### src/rtl/uart_pkg.sv
// Shared definitions for the parametrised UART receiver: parity mode
// constants, FSM state encodings and the 2-of-3 majority vote helper.
package uart_pkg;

  // Parity modes as selected by the PARITY parameter
  localparam int PAR_NONE = 0;
  localparam int PAR_EVEN = 1;
  localparam int PAR_ODD  = 2;

  // Receiver FSM state encodings
  typedef logic [2:0] state_t;
  localparam state_t S_IDLE   = 3'd0;
  localparam state_t S_START  = 3'd1;
  localparam state_t S_DATA   = 3'd2;
  localparam state_t S_PARITY = 3'd3;
  localparam state_t S_STOP   = 3'd4;
  localparam state_t S_BRK    = 3'd5;

  // 2-of-3 majority of the three mid-bit samples
  function automatic logic maj3(input logic a, input logic b, input logic c);
    return (a & b) | (a & c) | (b & c);
  endfunction

endpackage

### src/rtl/uart_rx_tick_gen.sv
// Oversample tick generator: a prescaler that divides clk by
// (baud_div_q + 1) and a per-bit oversample counter os_cnt (0..OVS-1).
// baud_div is captured on start so a frame always runs at one rate.
module uart_rx_tick_gen
  import uart_pkg::*;
#(
  parameter int OVS   = 16,
  parameter int DIV_W = 16,
  parameter int OS_W  = $clog2(OVS)
) (
  input  logic             clk,
  input  logic             arst_n,
  input  logic             run,
  input  logic             start,
  input  logic [DIV_W-1:0] baud_div,
  output logic             os_tick,
  output logic [OS_W-1:0]  os_cnt
);

  localparam logic [OS_W-1:0] OS_LAST = OS_W'(OVS - 1);

  logic [DIV_W-1:0] baud_div_q;
  logic [DIV_W-1:0] pre_cnt;

  assign os_tick = run && !start && (pre_cnt == baud_div_q);

  // Prescaler: latch the divisor at start, count while running, idle at 0
  always_ff @(posedge clk or negedge arst_n) begin
    if (!arst_n) begin
      baud_div_q <= '0;
      pre_cnt    <= '0;
    end else if (start) begin
      baud_div_q <= baud_div;
      pre_cnt    <= '0;
    end else if (!run || (pre_cnt == baud_div_q)) begin
      pre_cnt <= '0;
    end else begin
      pre_cnt <= pre_cnt + 1'b1;
    end
  end

  // Oversample counter: advances once per tick and wraps at each bit end
  always_ff @(posedge clk or negedge arst_n) begin
    if (!arst_n) begin
      os_cnt <= '0;
    end else if (start || !run) begin
      os_cnt <= '0;
    end else if (os_tick) begin
      os_cnt <= (os_cnt == OS_LAST) ? '0 : os_cnt + 1'b1;
    end
  end

endmodule

### src/rtl/uart_rx_param.sv
// Parametrised UART receiver with oversampled majority-vote bit recovery,
// 5-9 data bits, none/even/odd parity, 1 or 2 stop bits and a runtime
// baud divisor. Words leave on a valid/ready port with overrun reporting.
// Optional build macro UART_RX_BREAK_EN adds break detection (break_det
// output and a BRK state that waits for the line to return high).
module uart_rx_param
  import uart_pkg::*;
#(
  parameter int DATA_BITS = 8,
  parameter int OVS       = 16,
  parameter int DIV_W     = 16,
  parameter int STOP_BITS = 1,
  parameter int PARITY    = 0
) (
  input  logic                 clk,
  input  logic                 arst_n,
  input  logic                 rx_en,
  input  logic                 rx,
  input  logic [DIV_W-1:0]     baud_div,
  input  logic                 rd_ready,
  output logic [DATA_BITS-1:0] data_out,
  output logic                 data_valid,
  output logic                 frame_err,
  output logic                 parity_err,
  output logic                 overrun,
  output logic                 busy
`ifdef UART_RX_BREAK_EN
  ,
  output logic                 break_det
`endif
);

  localparam int OS_W = $clog2(OVS);
  localparam logic [OS_W-1:0] OS_S0   = OS_W'(OVS / 2 - 1);
  localparam logic [OS_W-1:0] OS_S1   = OS_W'(OVS / 2);
  localparam logic [OS_W-1:0] OS_MID  = OS_W'(OVS / 2 + 1);
  localparam logic [OS_W-1:0] OS_LAST = OS_W'(OVS - 1);
  localparam logic [3:0]      BC_LAST = 4'(DATA_BITS - 1);
  localparam logic            SC_LAST = 1'(STOP_BITS - 1);
  localparam logic            ODD_SEL = (PARITY == PAR_ODD);

  logic rx_meta, rx_sync, rx_prev;
  logic fall;

  state_t state;
  logic tick_run, tick_start, os_tick;
  logic [OS_W-1:0] os_cnt;

  logic s0, s1, bit_val, mid, end_bit;
  logic [DATA_BITS-1:0] shreg;
  logic [3:0] bit_cnt;
  logic stop_cnt;
  logic par_pend, frm_pend, frm_final;
  logic last_stop_mid, commit;

  // Two-flop synchroniser followed by the edge register
  always_ff @(posedge clk or negedge arst_n) begin
    if (!arst_n) begin
      rx_meta <= 1'b1;
      rx_sync <= 1'b1;
      rx_prev <= 1'b1;
    end else begin
      rx_meta <= rx;
      rx_sync <= rx_meta;
      rx_prev <= rx_sync;
    end
  end

  assign fall       = rx_prev & ~rx_sync;
  assign tick_start = (state == S_IDLE) && rx_en && fall;
  assign tick_run   = (state == S_START) || (state == S_DATA) ||
                      (state == S_PARITY) || (state == S_STOP);
  assign busy       = (state != S_IDLE);

  uart_rx_tick_gen #(
    .OVS   (OVS),
    .DIV_W (DIV_W),
    .OS_W  (OS_W)
  ) u_tick (
    .clk      (clk),
    .arst_n   (arst_n),
    .run      (tick_run),
    .start    (tick_start),
    .baud_div (baud_div),
    .os_tick  (os_tick),
    .os_cnt   (os_cnt)
  );

  assign mid       = os_tick && (os_cnt == OS_MID);
  assign end_bit   = os_tick && (os_cnt == OS_LAST);
  assign bit_val   = maj3(s0, s1, rx_sync);
  assign frm_final = frm_pend | ~bit_val;
  assign last_stop_mid = (state == S_STOP) && mid && (stop_cnt == SC_LAST);

`ifdef UART_RX_BREAK_EN
  logic par_bit;
  logic is_break;
  assign is_break = (shreg == '0) && !par_bit && frm_final;
  assign commit   = last_stop_mid && !is_break;
`else
  assign commit   = last_stop_mid;
`endif

  // Capture the two early samples that feed the mid-bit majority vote
  always_ff @(posedge clk or negedge arst_n) begin
    if (!arst_n) begin
      s0 <= 1'b0;
      s1 <= 1'b0;
    end else if (os_tick) begin
      if (os_cnt == OS_S0) s0 <= rx_sync;
      if (os_cnt == OS_S1) s1 <= rx_sync;
    end
  end

  // Frame FSM: start validation, data shift, parity and stop checking
  always_ff @(posedge clk or negedge arst_n) begin
    if (!arst_n) begin
      state    <= S_IDLE;
      shreg    <= '0;
      bit_cnt  <= '0;
      stop_cnt <= 1'b0;
      par_pend <= 1'b0;
      frm_pend <= 1'b0;
`ifdef UART_RX_BREAK_EN
      par_bit  <= 1'b0;
`endif
    end else begin
      case (state)
        S_IDLE: begin
          if (tick_start) begin
            state    <= S_START;
            bit_cnt  <= '0;
            stop_cnt <= 1'b0;
            par_pend <= 1'b0;
            frm_pend <= 1'b0;
`ifdef UART_RX_BREAK_EN
            par_bit  <= 1'b0;
`endif
          end
        end
        S_START: begin
          if (mid && bit_val) state <= S_IDLE;
          else if (end_bit)   state <= S_DATA;
        end
        S_DATA: begin
          if (mid) shreg <= {bit_val, shreg[DATA_BITS-1:1]};
          if (end_bit) begin
            if (bit_cnt == BC_LAST) begin
              bit_cnt <= '0;
              state   <= (PARITY != PAR_NONE) ? S_PARITY : S_STOP;
            end else begin
              bit_cnt <= bit_cnt + 1'b1;
            end
          end
        end
        S_PARITY: begin
          if (mid) begin
            par_pend <= (^shreg) ^ bit_val ^ ODD_SEL;
`ifdef UART_RX_BREAK_EN
            par_bit  <= bit_val;
`endif
          end
          if (end_bit) state <= S_STOP;
        end
        S_STOP: begin
          if (mid) frm_pend <= frm_final;
          if (last_stop_mid) begin
`ifdef UART_RX_BREAK_EN
            state <= is_break ? S_BRK : S_IDLE;
`else
            state <= S_IDLE;
`endif
          end else if (end_bit) begin
            stop_cnt <= 1'b1;
          end
        end
`ifdef UART_RX_BREAK_EN
        S_BRK: begin
          if (rx_sync) state <= S_IDLE;
        end
`endif
        default: state <= S_IDLE;
      endcase
    end
  end

  // Output port: load a word on commit, drop valid on handshake
  always_ff @(posedge clk or negedge arst_n) begin
    if (!arst_n) begin
      data_out   <= '0;
      data_valid <= 1'b0;
      frame_err  <= 1'b0;
      parity_err <= 1'b0;
      overrun    <= 1'b0;
    end else if (commit) begin
      data_out   <= shreg;
      frame_err  <= frm_final;
      parity_err <= par_pend;
      data_valid <= 1'b1;
      overrun    <= data_valid & ~rd_ready;
    end else if (data_valid && rd_ready) begin
      data_valid <= 1'b0;
    end
  end

`ifdef UART_RX_BREAK_EN
  // One-cycle break pulse in place of a commit
  always_ff @(posedge clk or negedge arst_n) begin
    if (!arst_n) break_det <= 1'b0;
    else         break_det <= last_stop_mid && is_break;
  end
`endif

endmodule
### config.mk
export PLATFORM = sky130hd
export DESIGN_NAME = uart_rx_param
export DESIGN_NICKNAME = d
export VERILOG_FILES = /design/src/rtl/uart_pkg.sv /design/src/rtl/uart_rx_tick_gen.sv /design/src/rtl/uart_rx_param.sv
export SDC_FILE = /design/constraint.sdc
export NUM_CORES = 1
export LEC_CHECK = 0
export ABC_CLOCK_PERIOD_IN_PS = 6800
export CELL_PAD_IN_SITES_DETAIL_PLACEMENT = 1
export CELL_PAD_IN_SITES_GLOBAL_PLACEMENT = 2
export CORE_MARGIN = 2
export CORE_UTILIZATION = 41
export CTS_BUF_LIST = sky130_fd_sc_hd__clkbuf_8 sky130_fd_sc_hd__clkbuf_16
export DETAILED_ROUTE_END_ITERATION = 10
export GPL_TIMING_DRIVEN = 0
export PLACE_DENSITY_LB_ADDON = 0.3
export SLEW_MARGIN = 20
export SYNTH_ARGS = -nofsm -noshare
export SYNTH_HDL_FRONTEND = slang
export SYNTH_SLANG_ARGS = --single-unit
### constraint.sdc
create_clock -name clk -period 6.8 [get_ports clk]
set_input_delay 0.68 -clock clk [delete_from_list [all_inputs] [get_ports clk]]
set_output_delay 0.68 -clock clk [all_outputs]
set_load 0.02 [all_outputs]
# [Word level (Yosys, flattened, before mapping)]
# Index checks and enable logic that the tools add are counted.
[op_classes] add_sub_neg=3 multipliers=0 div=0 n_lt_le_gt_ge=0 eq_ne=20 n_shift=0 mux=27 n_bitwise=13 reduce_logical=33
[op_table] cell="2-to-1 mux 16 bit" n=2
[op_table] cell="2-to-1 mux 4 bit" n=6
[op_table] cell="2-to-1 mux 3 bit" n=7
[op_table] cell="adder 16 x 1 -> 16 bit, second input constant" n=1
[op_table] cell="== test 16 bit" n=1
[op_table] cell="case mux 3 bit (5 select lines)" n=1
[op_table] cell="inequality test 2 bit, second input constant" n=7
[op_table] cell="== test 4 bit, second input constant" n=3
[op_table] cell="logical AND 1 bit" n=10
[op_table] cell="nonzero test 2 bit" n=5
[op_table] cell="AND reduction 3 bit" n=3
[op_table] cell="adder 4 x 1 -> 4 bit, second input constant" n=2
[op_table] cell="== test 4 x 3 -> 1 bit, second input constant" n=2
[op_table] cell="case mux 4 bit (2 select lines)" n=1
[op_table] cell="parity 8 bit" n=1
[op_table] cell="2-to-1 mux 1 bit" n=7
[op_table] cell="== test 3 x 2 -> 1 bit, second input constant" n=2
[op_table] cell="case mux 1 bit (2 select lines)" n=3
[op_table] cell="AND reduction 2 bit" n=3
[op_table] cell="AND reduction 6 bit" n=1
[op_table] cell="bitwise AND 1 bit" n=5
[op_table] cell="logical OR 1 bit" n=5
[op_table] cell="inequality test 2 x 1 -> 1 bit, second input constant" n=2
[op_table] cell="NOT 1 bit" n=4
[op_table] cell="other kinds (9)" n=12
[totals] ff_bits=71 latchBits=0 ram_bits=0 romBits=0 mem_count=0

# [Depth between registers and ports, before layout]
# Gate-level depths: netlist of run 1.
[depth] depth_word=11 depth_mapped=9

# [Cells and area by module]
# From an unflattened synthesis of run 1, not the netlist that was laid out.
[hier_totals] hier_cells=277 hier_area_um2=3427.0
[by_module_without_submodules] mod="uart_rx_tick_gen" instances=1 cells_per_inst=150 area_each_um2=1735.4
[by_module_without_submodules] mod="uart_rx_param" instances=1 cells_per_inst=127 area_each_um2=1691.6

# [Worst setup path after synthesis of run 1]
# No wires, ideal clock.
[synth_timing] path_type="flip-flop to flip-flop" from="register u_tick.pre_cnt[10]" to="register data_out[0]" setup_ns=0.125 arrival_time_ns=2.206 t_required_ns=6.675 setup_slack_ns=4.469 stages_incl_launch_ff=9 path_buffers=2 cell_sequence="dfrtp_1 > buf_6 > xnor2_1 > nand4_1 > nor4_2 > nand2_2 > or4_4 > buf_6 > mux2_4"
[synth_via] elab_chain_len=5
[synth_rtl] element="from (decl)" line_no="uart_rx_tick_gen.sv:23" source="logic [DIV_W-1:0] pre_cnt;"
[synth_rtl] element="from (signal assigned)" line_no="uart_rx_tick_gen.sv:38" source="pre_cnt <= pre_cnt + 1'b1;"
[synth_rtl] element="== test 16 bit" line_no="uart_rx_tick_gen.sv:25" source="assign os_tick = run && !start && (pre_cnt == baud_div_q);"
[synth_rtl] element="logical AND 1 bit" line_no="uart_rx_tick_gen.sv:25"
[synth_rtl] element="logical AND 1 bit" line_no="uart_rx_param.sv:89" source="assign mid = os_tick && (os_cnt == OS_MID);"
[synth_rtl] element="logical AND 1 bit (2 in series)" line_no="uart_rx_param.sv:93" source="assign last_stop_mid = (state == S_STOP) && mid && (stop_cnt == SC_LAST);"
[synth_rtl] element="to (signal assigned)" line_no="uart_rx_param.sv:196" source="data_out <= shreg;"
[synth_rtl] element="to (decl)" line_no="uart_rx_param.sv:21" source="output logic [DATA_BITS-1:0] data_out,"
# Every way passes these cells.
# A chain may end at the register's enable or synchronous reset.

# [Worst setup path after layout of run 1]
[layout_timing] from="register u_tick.pre_cnt[10]" to="register data_out[2]"
# The elaborated chain is that of the path after synthesis.

==> results of run 1 <==
cell families after synthesis:
| kind of cell | Yosys count | share of synthesized area [%] |
|---|---|---|
| xor gates and xnor gates | 36 | 9.438 |
| muxes | 39 | 14.08 |
| buffers and inverters | 19 | 2.622 |
| and+or+nand+nor | 90 | 14.08 |
| DFF | 71 | 53.30 |
| AOI/OAI and AO/OA | 26 | 4.307 |
| adders and majority gates | 6 | 2.172 |
cells in the mapped netlist, drive strengths merged:
library cell,count
or3,7
nand4,7
buf,3
and3,4
nor2b,2
mux2,37
or2,1
maj3,1
inv,11
dfrtp,68
nor4,3
xor2,10
a41oi,1
or4,4
nand3b,1
mux2i,2
xnor2,26
o21ai,13
a21oi,8
a31o,1
o22ai,1
nand2b,1
o31ai,1
ha,5
dfstp,3
nand2,21
nor3,5
and2,2
nor2,22
a21o,1
clkbuf,5
nand3,10
power groups by stage:
stage | Sequential [W] | Combinational, W | Clock, W
floorplan | 0.000536 | 0.000141 | 0
global placement | 0.000550 | 0.000185 | 0
detailed placement | 0.000554 | 0.000194 | 0
CTS | 0.000545 | 0.000195 | 0.000363
global route | 0.000552 | 0.000214 | 0.000380
finish | 0.000543 | 0.000189 | 0.000347
layer usage:
layer	GRT usage, %	share of wire, %
met1	21.92	47
met2	28.10	49
met3	4.173	2.8
met4	6.159	1.2
met5	0	0
through the flow:
stage / total power (W) / worst slack [ns] / hold slack [ns]
after floorplan: 0.0006775 / 4.469 / 0.3452
after global placement: 0.0007344 / 2.502 / 0.3461
after detailed placement: 0.0007479 / 4.248 / 0.3489
after CTS: 0.001103 / 4.219 / 0.2789
after global routing: 0.001146 / 4.038 / 0.2980
final: 0.001079 / 4.274 / 0.2797
cell type report:
class	count	area share (%)
flip-flops and latches	71	44.29
multi-input cells	197	36.63
repair buffers	34	8.652
well taps	102	3.175
clock buffers	9	3.081
clock inverters	7	1.992
plain buffers	8	1.152
inverters	11	1.027
worst max-delay path by stage:
stage | start | end | slack [ns] | cells past startpoint
floorplan | u_tick.pre_cnt[10] | data_out[0] | 4.47 | 8
global placement | arst_n | u_tick.pre_cnt[7] | 2.50 | 1
detailed placement | rx_en | u_tick.baud_div_q[0] | 4.25 | 5
CTS | u_tick.pre_cnt[10] | u_tick.pre_cnt[10] | 4.22 | 9
global route | u_tick.pre_cnt[10] | u_tick.pre_cnt[7] | 4.04 | 9
finish | u_tick.pre_cnt[10] | data_out[2] | 4.27 | 8
registers in the layout (all words and copies together), names as in the netlist, 3 cells and up:
name               count
u_tick.baud_div_q     16
bit_cnt                4
u_tick.os_cnt          4
data_out               8
state                  3
shreg                  8
u_tick.pre_cnt        16
==> impl_metrics.csv, run 1 <==
group,metric,value,unit
cells_and_area,drive_gt1_share,19.88,%
cells_and_area,layout.cells.non_filler,439,
worst_setup_path,end_kind,"flop",
worst_setup_path,path_cells,"buf_6, xnor2_1, nand4_1, nor4_2, nand2_2, or4_4, buf_6, mux2_4",
die,die_w,94.27,µm
timing,fmax,0.3959,GHz
worst_setup_path,crit_buf_inv,2,
grt,overflow,0,
grt,grt_pass1_wl,11630,µm
detailed_routing,drc,0,
die,die_h,94.27,µm
die,die_area,8886,µm²
synth,avgSynthCellArea,11.64,µm²
worst_setup_path,ff2ff_path_depth,8,
synth,post_synth_inst_count,287,
run,drv_cap,0,
detailed_routing,wl,6793,µm
worst_setup_path,crit_type,"flop to flop",
timing,timing.final.crit_period,2.526,ns
pwr,p_clk_share,32.2,%
synth,synth-seq-area-share,53.30,%
detailed_routing,final_antenna_net_count,0,
timing,worst_pin_slew,0.6330,ns
grt,grt_max_degree,39,
synth,ys_seq_elements,71,
worst_setup_path,r2r_end,"data_out[2]",
worst_setup_path,rr_startpoint,"u_tick.pre_cnt[10]",
synth,synth.distinct_cells,38,
worst_setup_path,rrSetupSlack,4.27,ns
pwr,p_per_area,268.4,nW/µm²
synth,synth_area,3341,µm²
cells_and_area,n_antenna_cell,0,
clock_tree,clockBufferDepth,2,
grt,antenna_found_initial,0,
clock_tree,post_cts_resized,0,
worst_setup_path,worstPathMaxFanout,10,
clock_tree,numCtsBuffers,9,
place,place_congestion,0.7468,
detailed_routing,drtIter0Drc,56,
pwr,power.switching,0.0003077,W
cells_and_area,regArea,1780,µm²
grt,globalRouteTotalUtil,17.10,%
synth,synth.area.top_cells,"dfrtp_1, mux2_2, xnor2_1",
cells_and_area,final_common_cell,"dfrtp_1",
detailed_routing,routed-via-count,2239,
clock_tree,cts_hold_buf,0,
worst_setup_path,worstPathArrival,2.76,ns
worst_setup_path,required,7.03,ns
die,core,7807,µm²
synth,synth_nets,313,
place,numPortBuffers,33,
detailed_routing,routedWlPerCell,15.47,µm
clock_tree,cts_tree,"built",
cells_and_area,fin_nets,358,
place,dp_hpwl,4852,µm
timing,final_hold_viol_count,0,
timing,finalSetupViolations,0,
worst_setup_path,cpMostUsedCell,"buf_6",
die,pin_count,34,
timing,max_slew_margin,57.80,%
pwr,p_leak,1.759,nW
detailed_routing,viasPerCell,5.100,
die,initial_core_util,42.79,%
pwr,intPower,0.0007711,W
timing,rsz0062_at_grt,"no",
place,dp_cells,423,
pwr,p_seq_share,50.3,%
cells_and_area,nFillCells,842,
timing,final.period_utilization,37.14,%
cells_and_area,multi_input_area,1473,µm²
outcome,outcome,"complete, no violations",
synth,synth.largest_area_cell,"dfrtp_1",
clock_tree,postCtsSetupBuffers,0,
synth,yosysWarnings,0,
clock_tree,cts_root_buf,"clkbuf_8",
clock_tree,path_clk_slew,0.08,ns
cells_and_area,most-common-layout-cells,"dfrtp_1, clkdlybuf4s50_1, mux2_2",
pwr,power_switching_share,28.52,%
timing,fin_skew,0.009306,ns
pwr,ir_worst_vdd,0.1157,mV
cells_and_area,syn_to_final_growth,20.34,%
clock_tree,clk_latency,0.35,ns
worst_setup_path,cp_top_family,"simple AND/OR/NAND/NOR gates",
place,place_area,3816,µm²
worst_setup_path,cpPeakStageDelay,0.59,ns
worst_setup_path,slowest_stage,"or4_4",
worst_setup_path,crit_path_start_kind,"flop",
pwr,combPwrFrac,17.5,%
timing,drv_slew,0,
worst_hold_path,min_path_type,"input pin to asynchronous set/reset pin",
cells_and_area,final_util,51.49,%
cells_and_area,finalInstanceArea,4020,µm²
timing,fin_setup_tns,0,ns
die,fp-row-count,32,
clock_tree,cts_max_level,3,
clock_tree,cts_sinks,71,
grt,grt_pass1_vias,2374,
detailed_routing,dr.pass1.iters,4,
synth,synth_top_area_share,50.94,%
No activity file was read; power rests on OpenSTA's default activity.
==> run 2: changes to the inputs <==
ABC_CLOCK_PERIOD_IN_PS = 2200   (was 6800)
CORE_UTILIZATION = 34   (was 41)
clock period = 2.2 ns   (was 6.8 ns; I/O delays follow)
==> impl_metrics.csv, run 2 (synthesis gave the netlist of run 1 again) <==
group,metric,value,unit
outcome,outcome,"finished, violations left",
outcome,violations,"setup timing",
worst_setup_path,ff2ff_path_depth,7,
clock_tree,cts_max_level,3,
worst_setup_path,rrSetupSlack,-0.24,ns
timing,layout_setup_ws,-0.2396,ns
detailed_routing,routed-via-count,2325,
cells_and_area,most-common-layout-cells,"dfrtp_1, clkdlybuf4s50_1, xnor2_1, nor2_1",
timing,fmax,0.4099,GHz
pwr,ir_worst_vdd,0.5222,mV
die,die_w,103.1,µm
timing,timing.final.crit_period,2.440,ns
cells_and_area,final_util,45.83,%
timing,fin_setup_tns,-3.505,ns
timing,worst_pin_slew,0.6513,ns
clock_tree,clk_latency,0.35,ns
worst_setup_path,required,2.44,ns
cells_and_area,drive_gt1_share,27.84,%
detailed_routing,viasPerCell,4.794,
cells_and_area,syn_to_final_growth,32.25,%
worst_setup_path,rr_startpoint,"u_tick.baud_div_q[10]",
timing,fin_skew,0.009951,ns
grt,globalRouteTotalUtil,14.93,%
pwr,p_per_area,820.7,nW/µm²
cells_and_area,nFillCells,1057,
detailed_routing,routedWlPerCell,15.05,µm
timing,rsz0062_at_grt,"yes",
grt,antenna_found_initial,0,
place,dp_hpwl,4867,µm
die,die_h,103.1,µm
worst_setup_path,end_kind,"flop",
clock_tree,clockBufferDepth,2,
worst_setup_path,worstPathArrival,2.68,ns
worst_setup_path,worstPathMaxFanout,5,
detailed_routing,wl,7299,µm
die,die_area,10630,µm²
cells_and_area,final_common_cell,"dfrtp_1",
timing,finalSetupViolations,23,
run,drv_cap,0,
pwr,p_leak,1.941,nW
detailed_routing,drtIter0Drc,60,
die,core,9639,µm²
worst_setup_path,crit_path_start_kind,"flop",
die,fp-row-count,36,
timing,max_slew_margin,56.24,%
cells_and_area,fin_nets,373,
clock_tree,path_clk_slew,0.08,ns
timing,final.period_utilization,110.9,%
worst_setup_path,crit_start,"u_tick.baud_div_q[10]",
worst_setup_path,r2r_end,"overrun",
cells_and_area,n_antenna_cell,0,
clock_tree,cts_sinks,71,
place,place_congestion,0.7769,
cells_and_area,reg_top3,"u_tick.baud_div_q (16), u_tick.pre_cnt (16)",
timing,drv_slew,0,
worst_hold_path,whs_path_depth,1,
clock_tree,numCtsBuffers,9,
clock_tree,cts_root_buf,"clkbuf_8",
grt,grt_pass1_vias,2437,
grt,overflow,0,
grt,grt_max_degree,46,
detailed_routing,dr.pass1.iters,4,
place,numPortBuffers,33,
die,initial_core_util,34.66,%
detailed_routing,final_antenna_net_count,0,
worst_setup_path,endpoint,"overrun",
detailed_routing,drc,0,
worst_setup_path,crit_type,"flop to flop",
die,pin_count,34,
clock_tree,cts_tree,"built",
timing,final_hold_viol_count,0,
grt,grt_pass1_wl,11950,µm
pwr,total_power,0.003626,W
worst_hold_path,min_path_type,"input pin to flop",
[run 2: worst min path at each step]
stage / startpoint / to / slack, ns
floorplan: arst_n / bit_cnt[0] / -0.08
global placement: rx_meta / rx_sync / 0.35
detailed placement: arst_n / state[1] / 0.17
CTS: rx / rx_meta / 0.25
global route: rx / rx_meta / 0.27
finish: rx / rx_meta / 0.27
[run 2: what timing repair did]
action                                  4_1_cts  5_1_grt
resized for setup                            21       21
pin swaps                                     7        9
hold buffers                                  1        0
endpoints found under the setup margin       60       28
gates cloned                                  1        0
endpoints found under the hold margin        23        0
buffers inserted                             10        5
[run 2: routing by layer]
layer	share of wire, %	track usage, %	vias up
met5	0	0	-
met4	1.6	5.061	0
met3	2.8	4.339	15
met2	52	25.62	33
met1	43	17.95	1165
li1	-	-	1112
[run 2: metrics by stage]
step	area, µm²	instances	hold slack [ns]	setup WS (ns)
finish	4418	485	0.2697	-0.2396
global route	4418	485	0.2695	-0.3085
CTS	4310	481	0.2519	-0.2429
detailed placement	3862	454	0.1748	-0.5065
global placement	3837	453	0.3470	-1.727
floorplan	3341	287	-0.07559	-0.08136
[run 2: power breakdown]
group          internal (W)  switching (W)  leakage (nW)
logic              0.000377       0.000266         0.884
clock network      0.000757       0.000531         0.123
registers           0.00151       0.000184         0.934
[run 2: layout make-up]
class                           count  area, µm²  area share, %
Sequential cell                    71       1782          40.33
Multi-Input combinational cell    197       1602          36.25
Timing Repair Buffer               50      524.3          11.87
Tap cell                          133      166.4          3.767
Clock buffer                        9      123.9          2.804
Clock inverter                      7      121.4          2.747
Buffer                              7      57.56          1.303
Inverter                           11      41.29         0.9346
[run 2: critical path, cell delays in order (launching register included)]
cell and delay [ns]:
dfrtp_1 0.45, xnor2_4 0.19, nand4_1 0.17, nor4_4 0.33, nand2_2 0.13, or4_4 0.60, buf_12 0.17, mux2_4 0.29
==> run 3: changes to the inputs <==
GPL_ROUTABILITY_DRIVEN = 0   (was unset)
==> results of run 3 <==
No change in the layout: final DEF, timing and power equal those of run 2.
